`src/rtl/alu_issue_pkg.sv`:
```
// Shared constants and types for the ALU issue/control slice.
// ALU_ISSUE_BRANCH_EN (optional) turns on branch resolution for class 01.
package alu_issue_pkg;

    // ALU op codes as understood by the 64-bit combinational ALU
    localparam logic [3:0] ALU_AND = 4'b0000;
    localparam logic [3:0] ALU_OR  = 4'b0001;
    localparam logic [3:0] ALU_ADD = 4'b0010;
    localparam logic [3:0] ALU_SUB = 4'b0110;
    localparam logic [3:0] ALU_SLL = 4'b0111;
    localparam logic [3:0] ALU_NOR = 4'b1100;

    // op_class encodings
    localparam logic [1:0] CLS_LDST = 2'b00;
    localparam logic [1:0] CLS_BR   = 2'b01;
    localparam logic [1:0] CLS_RTYP = 2'b10;
    localparam logic [1:0] CLS_NOR  = 2'b11;

    // R-type funct3 values
    localparam logic [2:0] F3_ADDSUB = 3'b000;
    localparam logic [2:0] F3_SLL    = 3'b001;
    localparam logic [2:0] F3_OR     = 3'b110;
    localparam logic [2:0] F3_AND    = 3'b111;

    // Branch funct3 values
    localparam logic [2:0] F3_BEQ  = 3'b000;
    localparam logic [2:0] F3_BNE  = 3'b001;
    localparam logic [2:0] F3_BLTU = 3'b110;
    localparam logic [2:0] F3_BGEU = 3'b111;

    typedef enum logic [1:0] {
        ST_IDLE = 2'd0,
        ST_EXEC = 2'd1,
        ST_DONE = 2'd2
    } state_e;

    typedef enum logic [2:0] {
        BR_NONE = 3'd0,
        BR_EQ   = 3'd1,
        BR_NE   = 3'd2,
        BR_LTU  = 3'd3,
        BR_GEU  = 3'd4
    } br_kind_e;

endpackage

```
`src/rtl/alu_issue_ctrl_decode.sv`:
```
// alu_op_decode: maps {op_class, funct3, funct7_5} to the ALU op code,
// an illegal flag and the branch kind. Pure combinational, reusable.
// ALU_ISSUE_BRANCH_EN: class 01 decodes funct3 into a branch kind;
// otherwise class 01 is a plain SUB and funct3 is ignored.
module alu_op_decode
    import alu_issue_pkg::*;
(
    input  logic [1:0] op_class,
    input  logic [2:0] funct3,
    input  logic       funct7_5,
    output logic [3:0] alu_op,
    output logic       illegal,
    output br_kind_e   br_kind
);

    // Decode table; illegal encodings fall back to ADD
    always_comb begin
        alu_op  = ALU_ADD;
        illegal = 1'b0;
        br_kind = BR_NONE;
        case (op_class)
            CLS_LDST: alu_op = ALU_ADD;
            CLS_BR: begin
                alu_op = ALU_SUB;
`ifdef ALU_ISSUE_BRANCH_EN
                case (funct3)
                    F3_BEQ:  br_kind = BR_EQ;
                    F3_BNE:  br_kind = BR_NE;
                    F3_BLTU: br_kind = BR_LTU;
                    F3_BGEU: br_kind = BR_GEU;
                    default: begin
                        alu_op  = ALU_ADD;
                        illegal = 1'b1;
                    end
                endcase
`endif
            end
            CLS_RTYP: begin
                case (funct3)
                    F3_ADDSUB: alu_op = funct7_5 ? ALU_SUB : ALU_ADD;
                    F3_SLL: begin
                        if (funct7_5) illegal = 1'b1;
                        else          alu_op  = ALU_SLL;
                    end
                    F3_OR:   alu_op  = ALU_OR;
                    F3_AND:  alu_op  = ALU_AND;
                    default: illegal = 1'b1;
                endcase
            end
            default: alu_op = ALU_NOR;
        endcase
    end

endmodule

```
`src/rtl/alu_issue_ctrl.sv`:
```
// alu_issue_ctrl: issue stage in front of the combinational ALU.
// Registers operands/op code on accept, captures the ALU outputs one
// cycle later and holds them behind a valid/ready handshake.
// ALU_ISSUE_BRANCH_EN enables branch resolution (via alu_op_decode);
// without it the decoder never reports a branch, so taken stays 0.
//
// state | meaning
// IDLE  | no work; in_ready = 1
// EXEC  | ALU settling on registered inputs; capture at next edge
// DONE  | result presented; in_ready follows out_ready
module alu_issue_ctrl
    import alu_issue_pkg::*;
#(
    parameter int DATA_W = 64
) (
    input  logic              clk,
    input  logic              rst_n,
    input  logic              in_valid,
    output logic              in_ready,
    input  logic [1:0]        op_class,
    input  logic [2:0]        funct3,
    input  logic              funct7_5,
    input  logic [DATA_W-1:0] rs1_data,
    input  logic [DATA_W-1:0] rs2_data,
    output logic [DATA_W-1:0] alu_a,
    output logic [DATA_W-1:0] alu_b,
    output logic [3:0]        alu_op,
    input  logic [DATA_W-1:0] alu_result,
    input  logic              alu_zero,
    input  logic              alu_greater,
    output logic              out_valid,
    input  logic              out_ready,
    output logic [DATA_W-1:0] out_result,
    output logic              out_zero,
    output logic              out_branch_taken,
    output logic              out_illegal
);

    state_e            state_q, state_d;
    logic [DATA_W-1:0] alu_a_q, alu_a_d, alu_b_q, alu_b_d;
    logic [3:0]        alu_op_q, alu_op_d;
    logic              illegal_q, illegal_d;
    br_kind_e          br_kind_q, br_kind_d;
    logic              out_valid_q, out_valid_d;
    logic [DATA_W-1:0] out_result_q, out_result_d;
    logic              out_zero_q, out_zero_d;
    logic              out_taken_q, out_taken_d;
    logic              out_illegal_q, out_illegal_d;

    logic [3:0]        dec_alu_op;
    logic              dec_illegal;
    br_kind_e          dec_br_kind;
    logic              accept;
    logic              taken;

    alu_op_decode u_decode (
        .op_class (op_class),
        .funct3   (funct3),
        .funct7_5 (funct7_5),
        .alu_op   (dec_alu_op),
        .illegal  (dec_illegal),
        .br_kind  (dec_br_kind)
    );

    assign in_ready = (state_q == ST_IDLE) || ((state_q == ST_DONE) && out_ready);
    assign accept   = in_valid && in_ready;

    // Branch condition from the ALU flags of the operation in flight
    always_comb begin
        taken = 1'b0;
        case (br_kind_q)
            BR_EQ:   taken = alu_zero;
            BR_NE:   taken = !alu_zero;
            BR_LTU:  taken = !alu_greater && !alu_zero;
            BR_GEU:  taken = alu_greater || alu_zero;
            default: taken = 1'b0;
        endcase
    end

    // Next-state, operand load on accept and result capture out of EXEC
    always_comb begin
        state_d       = state_q;
        alu_a_d       = alu_a_q;
        alu_b_d       = alu_b_q;
        alu_op_d      = alu_op_q;
        illegal_d     = illegal_q;
        br_kind_d     = br_kind_q;
        out_valid_d   = out_valid_q;
        out_result_d  = out_result_q;
        out_zero_d    = out_zero_q;
        out_taken_d   = out_taken_q;
        out_illegal_d = out_illegal_q;
        case (state_q)
            ST_IDLE: begin
                if (accept) state_d = ST_EXEC;
            end
            ST_EXEC: begin
                state_d       = ST_DONE;
                out_valid_d   = 1'b1;
                out_result_d  = illegal_q ? '0 : alu_result;
                out_zero_d    = !illegal_q && alu_zero;
                out_taken_d   = !illegal_q && taken;
                out_illegal_d = illegal_q;
            end
            ST_DONE: begin
                if (out_ready) begin
                    out_valid_d = 1'b0;
                    state_d     = in_valid ? ST_EXEC : ST_IDLE;
                end
            end
            default: state_d = ST_IDLE;
        endcase
        if (accept) begin
            alu_a_d   = rs1_data;
            alu_b_d   = rs2_data;
            alu_op_d  = dec_alu_op;
            illegal_d = dec_illegal;
            br_kind_d = dec_br_kind;
        end
    end

    // State and output registers; reset drops any in-flight result
    always_ff @(posedge clk or negedge rst_n) begin
        if (!rst_n) begin
            state_q       <= ST_IDLE;
            alu_a_q       <= '0;
            alu_b_q       <= '0;
            alu_op_q      <= 4'b0000;
            illegal_q     <= 1'b0;
            br_kind_q     <= BR_NONE;
            out_valid_q   <= 1'b0;
            out_result_q  <= '0;
            out_zero_q    <= 1'b0;
            out_taken_q   <= 1'b0;
            out_illegal_q <= 1'b0;
        end else begin
            state_q       <= state_d;
            alu_a_q       <= alu_a_d;
            alu_b_q       <= alu_b_d;
            alu_op_q      <= alu_op_d;
            illegal_q     <= illegal_d;
            br_kind_q     <= br_kind_d;
            out_valid_q   <= out_valid_d;
            out_result_q  <= out_result_d;
            out_zero_q    <= out_zero_d;
            out_taken_q   <= out_taken_d;
            out_illegal_q <= out_illegal_d;
        end
    end

    assign alu_a            = alu_a_q;
    assign alu_b            = alu_b_q;
    assign alu_op           = alu_op_q;
    assign out_valid        = out_valid_q;
    assign out_result       = out_result_q;
    assign out_zero         = out_zero_q;
    assign out_branch_taken = out_taken_q;
    assign out_illegal      = out_illegal_q;

endmodule

```
`config.mk`:
```
export PLATFORM = sky130hd
export DESIGN_NAME = alu_issue_ctrl
export DESIGN_NICKNAME = d
export VERILOG_FILES = /design/src/rtl/alu_issue_pkg.sv /design/src/rtl/alu_issue_ctrl_decode.sv /design/src/rtl/alu_issue_ctrl.sv
export SDC_FILE = /design/constraint.sdc
export NUM_CORES = 1
export LEC_CHECK = 0
export BUFFER_PORTS_ARGS = -buffer_cell sky130_fd_sc_hd__buf_4
export CAP_MARGIN = 20
export CORE_AREA = 2 2 156 158
export CTS_CLUSTER_DIAMETER = 80
export DETAILED_ROUTE_END_ITERATION = 10
export DIE_AREA = 0 0 158 160
export GPL_TIMING_DRIVEN = 0
export PLACE_DENSITY = 0.75
export SLEW_MARGIN = 20
export SYNTH_ARGS = -nofsm -noshare
export SYNTH_HDL_FRONTEND = slang
export SYNTH_SLANG_ARGS = --single-unit
```
`constraint.sdc`:
```
create_clock -name clk -period 2 [get_ports clk]
set_clock_uncertainty 0.05 [all_clocks]
set_input_delay 0.3 -clock clk [delete_from_list [all_inputs] [get_ports clk]]
set_output_delay 0.3 -clock clk [all_outputs]
set_load 0.05 [all_outputs]
```
== Word-level counts from Yosys, hierarchy flattened ==
Cells that the tools add are included.
Storage, ports and cells
  word-level logic and storage cells: 44
  register bits: 202
  output and inout bits: 201
Operators by class
  equality and inequality tests: 9
  muxes and demuxes: 14
  reductions and logical operators: 12
Operators with widths (number)
  $mux 64: 1
  $pmux 4 s4: 1
  $pmux 4 s3: 1
  $eq 3x3->1 const B: 2
  $mux 3: 2
  $pmux 2 s3: 1
  $eq 2x1->1 const B: 2
  $eq 2x2->1 const B: 2
  $logic_not 2->1: 2
  $mux 1: 4
  $mux 2: 2
  $ne 2x2->1 const B: 2
  $pmux 1 s2: 2
  $reduce_and 2->1: 2
  $eq 3x1->1 const B: 1
  $logic_and 1x1->1: 3
  $logic_not 3->1: 1
  $reduce_or 3->1: 1
  $reduce_bool 2->1: 1
  $logic_not 1->1: 1
  $logic_or 1x1->1: 1

== Longest topological paths before layout ==
Gate-level depths: netlist of run 1.
  depth in word-level cells: 6
  gate-level depth with buffers: 6
  depth with buffers taken out: 3

== Cells and area by module ==
A second synthesis of run 1 with hierarchy kept.
Second synthesis, totals
  cells, all modules: 613
  area, all modules: 8707.1 sq um
By module, submodules not included
  alu_issue_ctrl: instances 1, cells an instance 597, sequential area each 5154.9 sq um, area each 8600.7 sq um
  alu_op_decode: instances 1, cells an instance 16, sequential area each 0.0 sq um, area each 106.4 sq um

== Worst setup path before layout of run 1 ==
No wires, ideal clock.
  path kind: reg2reg
  from: register state_q[1]
  to: register alu_a_q[0] (netlist: alu_a[0])
  arrival time: 1414 ps
  path slack: 411 ps
  setup time: 125 ps
  cell stages (with the launch flop): 7
  data required time: 1825 ps
  cells stage by stage: dfrtp_1 -> nor2b_4 -> nor3b_2 -> buf_6 -> buf_8 -> buf_8 -> mux2_4
Between the ends
  word-level cells in the longest chain between the ends: 4
  elaborated cells on any way between the ends: 5
  those cells by class: eq/ne: 1; reduce/logical: 4
RTL lines
  start, declared: line alu_issue_ctrl.sv:39  | state_e state_q, state_d;
  start signal, assigned: line alu_issue_ctrl.sv:137  | state_q <= state_d;
  $eq 2x2->1: line alu_issue_ctrl.sv:65  | assign in_ready = (state_q == ST_IDLE) || ((state_q == ST_DONE) && out_ready);
  $logic_and 1x1->1: line alu_issue_ctrl.sv:65
  $logic_or 1x1->1 (*): line alu_issue_ctrl.sv:65
  $logic_and 1x1->1 (*): line alu_issue_ctrl.sv:66  | assign accept = in_valid && in_ready;
  end signal, assigned: line alu_issue_ctrl.sv:138  | alu_a_q <= alu_a_d;
  end, declared: line alu_issue_ctrl.sv:40  | logic [DATA_W-1:0] alu_a_q, alu_a_d, alu_b_q, alu_b_d;
Mark *: on every way between the ends. The rest lies on a longest branch, timed or not.
A chain may end at the register's enable or synchronous reset.

== Final worst setup path of run 1 ==
  from: register state_q[1]
  to: register alu_a_q[14] (netlist: alu_a[14])
Same word-level chain as after synthesis.

==> impl_metrics.env, run 1 <==
export IMPL_synth_top_family_by_area="multiplexers"
export IMPL_min_path_type="in -> reg"
export IMPL_placedCellCount=1321
export IMPL_synth_xor_area_share_pct=0.107
export IMPL_drtPass1Iterations=4
export IMPL_area_delta_synth_final_pct=70.5
export IMPL_crit_start="state_q[1]$_DFFE_PN0P_"
export IMPL_grt_antenna_before_repair=1
export IMPL_gp_congestion=0.774
export IMPL_path_max_fanout=10
export IMPL_hold_viol=0
export IMPL_r2r_cells=6
export IMPL_synthCells=593
export IMPL_drtIter0Drc=237
export IMPL_peakVddDrop_mv=0.824
export IMPL_grt_overflow=0
export IMPL_synth_compound_area_share_pct=4.46
export IMPL_power_density_nw_per_um2=1410
export IMPL_synthAdderAreaFrac_pct=0
export IMPL_worst_pin_slew_ns=0.581
export IMPL_clk_latency_ns=0.50
export IMPL_min_period_over_period_pct=89.1
export IMPL_ys_top_cells_by_area="dfrtp_1, mux2_4, mux2_2"
export IMPL_pin_count=405
export IMPL_viasPerCell=4.50
export IMPL_stdcell_count=1515
export IMPL_dieWidth_um=158
export IMPL_fin_area_um2=13900
export IMPL_syn_area_um2=8170
export IMPL_htreeDepth=1
export IMPL_grt_max_degree=96
export IMPL_drive_gt1_share_pct=50.4
export IMPL_final_common_cell="buf_4"
export IMPL_slew_headroom_pct=61.3
export IMPL_rows=57
export IMPL_endpoint="alu_a[14]$_DFFE_PN0P_"
export IMPL_period_minus_slack_ns=1.78
export IMPL_grt_pass1_vias=7594
export IMPL_cts_reportedPaths_clkPinSlew_ns=0.06
export IMPL_finalPower_mw=19.7
export IMPL_yosys_area_top_type="dfrtp_1"
export IMPL_fillers=1886
export IMPL_port_buffers=402
export IMPL_place_area_um2=11700
export IMPL_startpoint_type="register"
export IMPL_nets=1379
export IMPL_slew_viol_final=0
export IMPL_cts_buffers=23
export IMPL_worstPathRequired_ns=2.32
export IMPL_vias=6817
export IMPL_netlist_area_leader_share_pct=61.9
export IMPL_wl_per_cell_um=18.1
export IMPL_grt_setup_unrepaired="false"
export IMPL_setup_viol=0
export IMPL_final_util_pct=58.5
export IMPL_yosysWarningCount=0
export IMPL_cts_tree="done"
export IMPL_rr_startpoint="state_q[1]$_DFFE_PN0P_"
export IMPL_synth_area_mux_share_pct=21.1
export IMPL_drc=0
export IMPL_postSynthAreaPerCell_um2=13.8
export IMPL_dp_hpwl_um=17900
export IMPL_syn_num_nets=797
export IMPL_grt_usage_pct=21.2
export IMPL_layout_common_cells="buf_4, dfrtp_1, dlygate4sd3_1"
export IMPL_fin_setup_tns_ns=0
export IMPL_ys_types=26
export IMPL_ant_nets=0
export IMPL_multi_input_area_um2=2840
export IMPL_crit_type="reg -> reg"
export IMPL_root_buffer="clkbuf_16"
export IMPL_die_area_um2=25300
export IMPL_critPathArrivalTime_ns=2.10
export IMPL_status="completed"
export IMPL_synth_seq_cells=202
export IMPL_fmax_mhz=561
export IMPL_cts_buffer_depth=3
export IMPL_cts_sinks=202
export IMPL_seq_area_um2=5050
export IMPL_p_leak_nw=6.77
export IMPL_end_kind="register"
export IMPL_start_util_pct=34.3
export IMPL_wirelength_um=27400
export IMPL_drv_cap=0
export IMPL_core_area_um2=23800
export IMPL_seq_area_frac_synth_pct=61.9
export IMPL_dieHeight_um=160
export IMPL_reg2reg_slack_ns=0.22
export IMPL_worstReg2RegEnd="alu_a[14]$_DFFE_PN0P_"
export IMPL_grt_pass1_wl_um=41800
export IMPL_yosys_area_share_simple_pct=9.05
## critical path: stages, from the launching register on
cell	delay (ns)
dfrtp_1	0.41
nor2b_4	0.15
nor3b_2	0.17
buf_6	0.18
buf_8	0.19
buf_8	0.18
mux2_4	0.33
## through the flow
step	hold WS [ns]	setup slack, ns
floorplan	-0.0456	0.411
global route	0.00988	0.0772
global placement	0.415	-0.838
finish	0.0165	0.218
detailed placement	0.145	0.0409
CTS	0.00133	0.0273
## flip-flops by register name (all words and copies together) (netlist names)
signal       count
alu_a           64
alu_b           64
alu_op           4
illegal_q        1
out_illegal      1
out_result      64
out_valid        1
out_zero         1
state_q          2
## power breakdown
part           switching, mW  total, mW  internal, mW
Sequential             0.760       6.09          5.33
Clock                   1.67       4.15          2.48
Combinational           6.25       9.45          3.20
Total                   8.68       19.7          11.0
## layer usage
layer | track usage, % | share of wire, %
met1 | 23.5 | 37
met2 | 38.7 | 52
met3 | 5.16 | 7.6
met4 | 8.11 | 3.6
met5 | 0 | 0
## worst min path at each step
stage,from,to,slack [ns],cells after the start
floorplan,rst_n,alu_a[0]$_DFFE_PN0P_,-0.05,0
global placement,out_result[6]$_DFFE_PN0P_,out_result[6]$_DFFE_PN0P_,0.41,2
detailed placement,rst_n,alu_a[57]$_DFFE_PN0P_,0.15,1
CTS,alu_result[20],out_result[20]$_DFFE_PN0P_,0.001,3
global route,alu_result[62],out_result[62]$_DFFE_PN0P_,0.01,3
finish,alu_result[20],out_result[20]$_DFFE_PN0P_,0.02,3
## kinds of logic after synthesis
group           count (synthesis)
buf+inv                        40
simple gates                  143
compound gates                 72
xor+xnor                        1
other cells                     1
mux                           134
flops                         202
## layout make-up
| class | instances | area share (%) |
|---|---|---|
| diodes | 1 | 0.0180 |
| plain buffers | 37 | 1.90 |
| clock buffers | 30 | 4.54 |
| clock inverters | 10 | 0.764 |
| inverters | 3 | 0.0808 |
| multi-input cells | 351 | 20.4 |
| flip-flops and latches | 202 | 36.3 |
| well taps | 324 | 2.91 |
| repair buffers | 557 | 33.1 |
## what timing repair did
action | CTS | global route
endpoints found under the hold margin | 211 | 0
hold buffers | 153 | 0
setup endpoints to repair | 0 | 10
buffers inserted | 0 | 0
gates resized for setup | 0 | 1
## cells in the mapped netlist
cell	number
buf_8	7
conb_1	1
a211oi_1	1
a31oi_1	1
inv_1	3
nand3b_1	1
xor2_1	1
nor2_1	2
o21ai_1	4
nand2b_1	67
mux2_4	57
or2b_1	1
buf_4	8
mux2i_1	2
clkbuf_1	13
buf_6	1
nand2_1	68
o21ai_0	63
dfrtp_1	202
nor3b_2	1
or4b_2	1
buf_2	8
and2_1	1
nor2b_4	1
mux2_2	75
a21oi_1	3
Power figures use the tool's default switching activity.
==> run 2: changes to the inputs <==
--- a/config.mk
+++ b/config.mk
@@ -5,14 +5,17 @@
 export SDC_FILE = /design/constraint.sdc
 export NUM_CORES = 1
 export LEC_CHECK = 0
+export ABC_AREA = 1
 export BUFFER_PORTS_ARGS = -buffer_cell sky130_fd_sc_hd__buf_4
 export CAP_MARGIN = 20
 export CORE_AREA = 2 2 156 158
 export CTS_CLUSTER_DIAMETER = 80
+export CTS_CLUSTER_SIZE = 28
 export DETAILED_ROUTE_END_ITERATION = 10
 export DIE_AREA = 0 0 158 160
+export GPL_ROUTABILITY_DRIVEN = 0
 export GPL_TIMING_DRIVEN = 0
-export PLACE_DENSITY = 0.75
+export PLACE_DENSITY = 0.73
 export SLEW_MARGIN = 20
 export SYNTH_ARGS = -nofsm -noshare
 export SYNTH_HDL_FRONTEND = slang
==> impl_metrics.env, run 2 <==
export IMPL_clk_latency_ns=0.48
export IMPL_grt_setup_unrepaired="false"
export IMPL_cts_buffers=12
export IMPL_grt_antenna_before_repair=0
export IMPL_dieHeight_um=160
export IMPL_ys_top_cells_by_area="dfrtp_1, nand2_1, buf_2"
export IMPL_cts_buffer_depth=3
export IMPL_cts_sinks=202
export IMPL_status="completed"
export IMPL_htreeDepth=1
export IMPL_antenna_cells=0
export IMPL_comb_power_share_pct=50.3
export IMPL_grt_usage_pct=22.0
export IMPL_grt_overflow=0
export IMPL_slew_headroom_pct=55.6
export IMPL_layout_common_cells="nand2_1, buf_4, dfrtp_1"
export IMPL_yosys_cell_count_top_type="nand2_1"
export IMPL_hold_viol=0
export IMPL_die_area_um2=25300
export IMPL_pin_count=405
export IMPL_cts_reportedPaths_clkPinSlew_ns=0.10
export IMPL_crit_start="state_q[0]$_DFFE_PN0P_"
export IMPL_p_leak_nw=7.42
export IMPL_power_density_nw_per_um2=1310
export IMPL_area_delta_synth_final_pct=74.9
export IMPL_port_buffers=402
export IMPL_hold_start="alu_result[48]"
export IMPL_viasPerCell=4.52
export IMPL_worstPathRequired_ns=2.34
export IMPL_min_path_type="in -> reg"
export IMPL_yosys_area_top_type="dfrtp_1"
export IMPL_grt_max_degree=96
export IMPL_fin_setup_tns_ns=0
export IMPL_wl_per_cell_um=16.1
export IMPL_path_max_fanout=10
export IMPL_min_period_over_period_pct=89.0
export IMPL_period_minus_slack_ns=1.78
export IMPL_final_util_pct=56.4
export IMPL_worst_pin_slew_ns=0.666
export IMPL_ctsResizeCount=0
export IMPL_crit_type="reg -> reg"
export IMPL_async_reset_ff_share_pct=100
export IMPL_nets=1685
export IMPL_yosysWarningCount=0
export IMPL_ant_nets=0
export IMPL_p_sw_mw=8.39
export IMPL_power_share_clock_pct=15.7
export IMPL_postSynthAreaPerCell_um2=8.75
export IMPL_grt_pass1_vias=8732
export IMPL_cts_tree="done"
export IMPL_slew_viol_final=0
export IMPL_dieWidth_um=158
export IMPL_wirelength_um=29100
export IMPL_rr_startpoint="state_q[0]$_DFFE_PN0P_"
export IMPL_startpoint_type="register"
export IMPL_p_int_mw=9.16
export IMPL_end_kind="register"
export IMPL_start_util_pct=32.2
export IMPL_synth_main_ff_cell="dfrtp_1"
export IMPL_vias=8194
export IMPL_drive_gt1_share_pct=30.9
export IMPL_synth_seq_cells=202
export IMPL_grt_pass1_wl_um=44300
export IMPL_synthCells=877
export IMPL_seq_power_share_pct=34.1
export IMPL_drv_cap=0
export IMPL_syn_num_nets=1081
export IMPL_final_common_cell="nand2_1"
export IMPL_ys_types=15
export IMPL_switching_share_pct=47.8
export IMPL_rows=57
export IMPL_dp_hpwl_um=18700
export IMPL_synth_edf_count=0
export IMPL_seq_area_frac_synth_pct=65.8
export IMPL_holdWs_ns=0.0188
export IMPL_netlist_top_cells_count="nand2_1, dfrtp_1, buf_2, buf_4"
export IMPL_fmax_mhz=562
export IMPL_drtIter0Drc=519
export IMPL_setup_viol=0
export IMPL_root_buffer="clkbuf_16"
export IMPL_drc=0
export IMPL_netlist_area_leader_share_pct=65.8
export IMPL_peakVddDrop_mv=1.04
export IMPL_cts_setup_buffers=0
export IMPL_core_area_um2=23800
export IMPL_syn_area_um2=7680
export IMPL_critPathArrivalTime_ns=2.13
export IMPL_drtPass1Iterations=4
==> run 2: cell count changes in the layout (fill, tap and decap cells not counted), moves of 33 or more <==
cell / delta
nand2_1: +528
mux2_2: -75
nand2b_1: -66
o21ai_0: -58
mux2_4: -57
dlygate4sd3_1: +33
==> run 2: layout make-up <==
cell class | count | area, um^2
clock buffer | 15 | 353
inverter | 12 | 45.0
timing repair buffer | 590 | 4940
fill | 1931 | 10400
multi-input combinational | 620 | 2350
clock inverter | 5 | 48.8
sequential | 202 | 5050
tap | 324 | 405
buffer | 43 | 229
==> run 2: cell families (layout without fill, tap and decap cells) <==
| family | count (synthesis) | count (layout) | synth area share (%) |
|---|---|---|---|
| and+or+nand+nor | 613 | 613 | 30.1 |
| other | 1 | 1 | 0.0488 |
| buffers and inverters | 55 | 665 | 3.57 |
| AOI/OAI and AO/OA | 6 | 6 | 0.391 |
| DFF | 202 | 202 | 65.8 |
==> run 2: per-stage QoR <==
| step | power, mW | setup slack (ns) | cells | area (um^2) |
|---|---|---|---|---|
| after CTS | 17.5 | 0.263 | 1811 | 13400 |
| final | 17.5 | 0.220 | 1811 | 13400 |
| after global routing | 18.3 | 0.133 | 1811 | 13400 |
| after detailed placement | 14.4 | 0.289 | 1605 | 11200 |
| after floorplan | 11.4 | 0.760 | 877 | 7680 |
| after global placement | 14.3 | -0.803 | 1603 | 11100 |
==> run 2: path summary, 6_finish.rpt <==
check	to	slack, ns	cells past startpoint
min	out_result[48]$_DFFE_PN0P_	0.02	3
min reg2reg	alu_b[15]$_DFFE_PN0P_	0.44	2
max	out_result[46]$_DFFE_PN0P_	0.22	7
max in group asynchronous	alu_b[52]$_DFFE_PN0P_	0.96	3
max reg2reg	out_result[46]$_DFFE_PN0P_	0.22	7
min in group asynchronous	alu_a[46]$_DFFE_PN0P_	0.20	2
==> run 2: worst max-delay path: stages, from the launching register on <==
cell	delay, ns
dfrtp_1	0.42
inv_2	0.08
nor2_2	0.05
inv_2	0.08
buf_2	0.22
buf_1	0.50
nand2_1	0.16
nand2_1	0.13
==> run 2: timing repair <==
action / CTS / global route
endpoints found under the setup margin: 0 / 0
hold buffers: 186 / 0
hold endpoints to repair: 379 / 0
==> run 2: metal layers <==
layer | vias to the layer above | part of all wire [%] | track usage, %
li1 | 3824 | - | -
met1 | 3880 | 37 | 23.6
met2 | 395 | 50 | 39.7
met3 | 95 | 8.2 | 5.54
met4 | 0 | 5.1 | 11.1
met5 | - | 0 | 0
==> run 2: power by group through the flow <==
stage,logic [mW],registers [mW],clock network [mW]
global placement,8.33,5.96,0
finish,8.82,5.98,2.75
global route,9.25,6.11,2.98
detailed placement,8.43,5.99,0
CTS,8.73,5.94,2.85
floorplan,1.32,10.1,0
==> run 3: changes to the inputs <==
--- a/config.mk
+++ b/config.mk
@@ -5,7 +5,7 @@
 export SDC_FILE = /design/constraint.sdc
 export NUM_CORES = 1
 export LEC_CHECK = 0
-export ABC_AREA = 1
+export ABC_AREA = 0
 export BUFFER_PORTS_ARGS = -buffer_cell sky130_fd_sc_hd__buf_4
 export CAP_MARGIN = 20
 export CORE_AREA = 2 2 156 158
@@ -15,7 +15,7 @@
 export DIE_AREA = 0 0 158 160
 export GPL_ROUTABILITY_DRIVEN = 0
 export GPL_TIMING_DRIVEN = 0
-export PLACE_DENSITY = 0.73
+export PLACE_DENSITY = 0.75
 export SLEW_MARGIN = 20
 export SYNTH_ARGS = -nofsm -noshare
 export SYNTH_HDL_FRONTEND = slang
==> impl_metrics.env, run 3 (same netlist as run 1, synthesis figures left out) <==
export IMPL_status="completed"
export IMPL_cts_setup_buffers=0
export IMPL_comb_power_share_pct=51.5
export IMPL_slew_viol_final=0
export IMPL_drv_cap=0
export IMPL_cts_tree="done"
export IMPL_setup_viol=0
export IMPL_r2r_cells=6
export IMPL_core_area_um2=23800
export IMPL_min_period_over_period_pct=88.8
export IMPL_clk_latency_ns=0.48
export IMPL_port_buffers=402
export IMPL_cts_reportedPaths_clkPinSlew_ns=0.09
export IMPL_cp_slowest_cell="dfrtp_1"
export IMPL_viasPerCell=4.53
export IMPL_power_density_nw_per_um2=1360
export IMPL_cts_buffer_depth=3
export IMPL_placedCellCount=1321
export IMPL_hold_viol=0
export IMPL_layout_common_cells="buf_4, dfrtp_1, dlygate4sd3_1"
export IMPL_crit_start="state_q[1]$_DFFE_PN0P_"
export IMPL_area_delta_synth_final_pct=64.5
export IMPL_drc=0
export IMPL_cts_sinks=202
export IMPL_vias=6699
export IMPL_wirelength_um=27100
export IMPL_ant_nets=0
export IMPL_critPathArrivalTime_ns=2.10
export IMPL_p_leak_nw=6.54
export IMPL_rows=57
export IMPL_grt_overflow=0
export IMPL_cp_num_buf_inv=3
export IMPL_path_max_fanout=10
export IMPL_p_sw_mw=8.55
export IMPL_highest_layer="met4"
export IMPL_path_delay_family="buffers and inverters"
export IMPL_cts_buffers=13
export IMPL_dp_hpwl_um=17900
export IMPL_antenna_cells=0
export IMPL_grt_pass1_wl_um=41000
export IMPL_power_share_clock_pct=15.3
export IMPL_reg2reg_slack_ns=0.22
export IMPL_slowest_delay_ns=0.43
export IMPL_drtIter0Drc=284
export IMPL_grt_setup_unrepaired="false"
export IMPL_fmax_mhz=563
export IMPL_dieHeight_um=160
export IMPL_finalPower_mw=18.3
export IMPL_die_area_um2=25300
export IMPL_switching_share_pct=46.7
export IMPL_endpoint="alu_b[49]$_DFFE_PN0P_"
export IMPL_grt_max_degree=96
export IMPL_wl_per_cell_um=18.3
export IMPL_rr_startpoint="state_q[1]$_DFFE_PN0P_"
export IMPL_worstPathRequired_ns=2.32
export IMPL_grt_usage_pct=20.7
export IMPL_worst_pin_slew_ns=0.564
export IMPL_htreeDepth=1
export IMPL_crit_type="reg -> reg"
export IMPL_stdcell_count=1478
export IMPL_slew_headroom_pct=62.4
export IMPL_p_int_mw=9.77
export IMPL_crit_cells=6
export IMPL_worstReg2RegEnd="alu_b[49]$_DFFE_PN0P_"
export IMPL_seq_power_share_pct=33.2
export IMPL_grt_antenna_before_repair=0
export IMPL_dieWidth_um=158
export IMPL_path_cells="nor2b_4, nor3b_2, buf_6, buf_8, buf_8, mux2_4"
export IMPL_crit_path_frequent_cell="buf_8"
export IMPL_wl_met1_um=10100
export IMPL_end_kind="register"
export IMPL_pin_count=405
export IMPL_met2_length_um=13800
export IMPL_min_path_type="in -> reg"
export IMPL_drtPass1Iterations=4
export IMPL_fin_setup_tns_ns=0
export IMPL_start_util_pct=34.3
export IMPL_drive_gt1_share_pct=50.6
export IMPL_peakVddDrop_mv=0.736
export IMPL_period_minus_slack_ns=1.78
export IMPL_startpoint_type="register"
export IMPL_root_buffer="clkbuf_16"
export IMPL_wl_met3_um=2150
export IMPL_final_common_cell="buf_4"
export IMPL_nets=1353
export IMPL_grt_pass1_vias=7355
-- run 3: tightest hold or removal path, cell delays in order --
cell      delay, ns
buf_4          0.11
nand2b_1       0.06
o21ai_1        0.05
-- run 3: per-stage QoR --
step	hold slack [ns]	worst slack (ns)	instance area [um^2]	util [%]
2_1_floorplan	-0.0456	0.411	8170	-
3_3_place_gp	0.415	-0.838	11600	48.7
3_5_place_dp	0.145	0.0409	11700	48.9
4_1_cts	0.000606	0.0319	13400	56.3
5_1_grt	0.0134	0.0997	13400	56.4
6_report	0.0256	0.224	13400	56.4
-- run 3: worst min path at each step --
stage | start | to | cells after the start
after floorplan | rst_n | alu_a[0]$_DFFE_PN0P_ | 0
after global placement | out_result[6]$_DFFE_PN0P_ | out_result[6]$_DFFE_PN0P_ | 2
after detailed placement | rst_n | alu_a[57]$_DFFE_PN0P_ | 1
after CTS | rs2_data[38] | alu_b[38]$_DFFE_PN0P_ | 2
after global routing | rs2_data[19] | alu_b[19]$_DFFE_PN0P_ | 2
final | alu_result[59] | out_result[59]$_DFFE_PN0P_ | 3
-- run 3: what timing repair did --
item                                   4_1_cts  5_1_grt
endpoints found under the hold margin      226        2
hold buffers                               135        2
setup endpoints to repair                    0       10
resized for setup                            0        1
-- run 3: power groups by stage --
stage          clock (mW)  sequential (mW)  combinational (mW)
2_1_floorplan           0             10.4                1.73
3_3_place_gp            0             6.04                9.08
3_5_place_dp            0             6.09                9.18
4_1_cts              2.90             6.03                9.41
5_1_grt              3.06             6.23                9.81
6_report             2.81             6.08                9.43
-- run 3: area by class of cell --
type / instances / area [um^2]
Buffer: 37 / 265
Clock buffer: 13 / 325
Clock inverter: 7 / 81.3
Fill cell: 1915 / 10400
Inverter: 3 / 11.3
Multi-Input combinational cell: 351 / 2840
Sequential cell: 202 / 5050
Tap cell: 324 / 405
Timing Repair Buffer: 541 / 4450
-- run 3: metal layers --
layer  GRT usage, %  up-vias
met2           37.2      282
met4           7.90        0
met1           23.2     3255
li1               -     3095
met3           5.67       67
met5              0        -
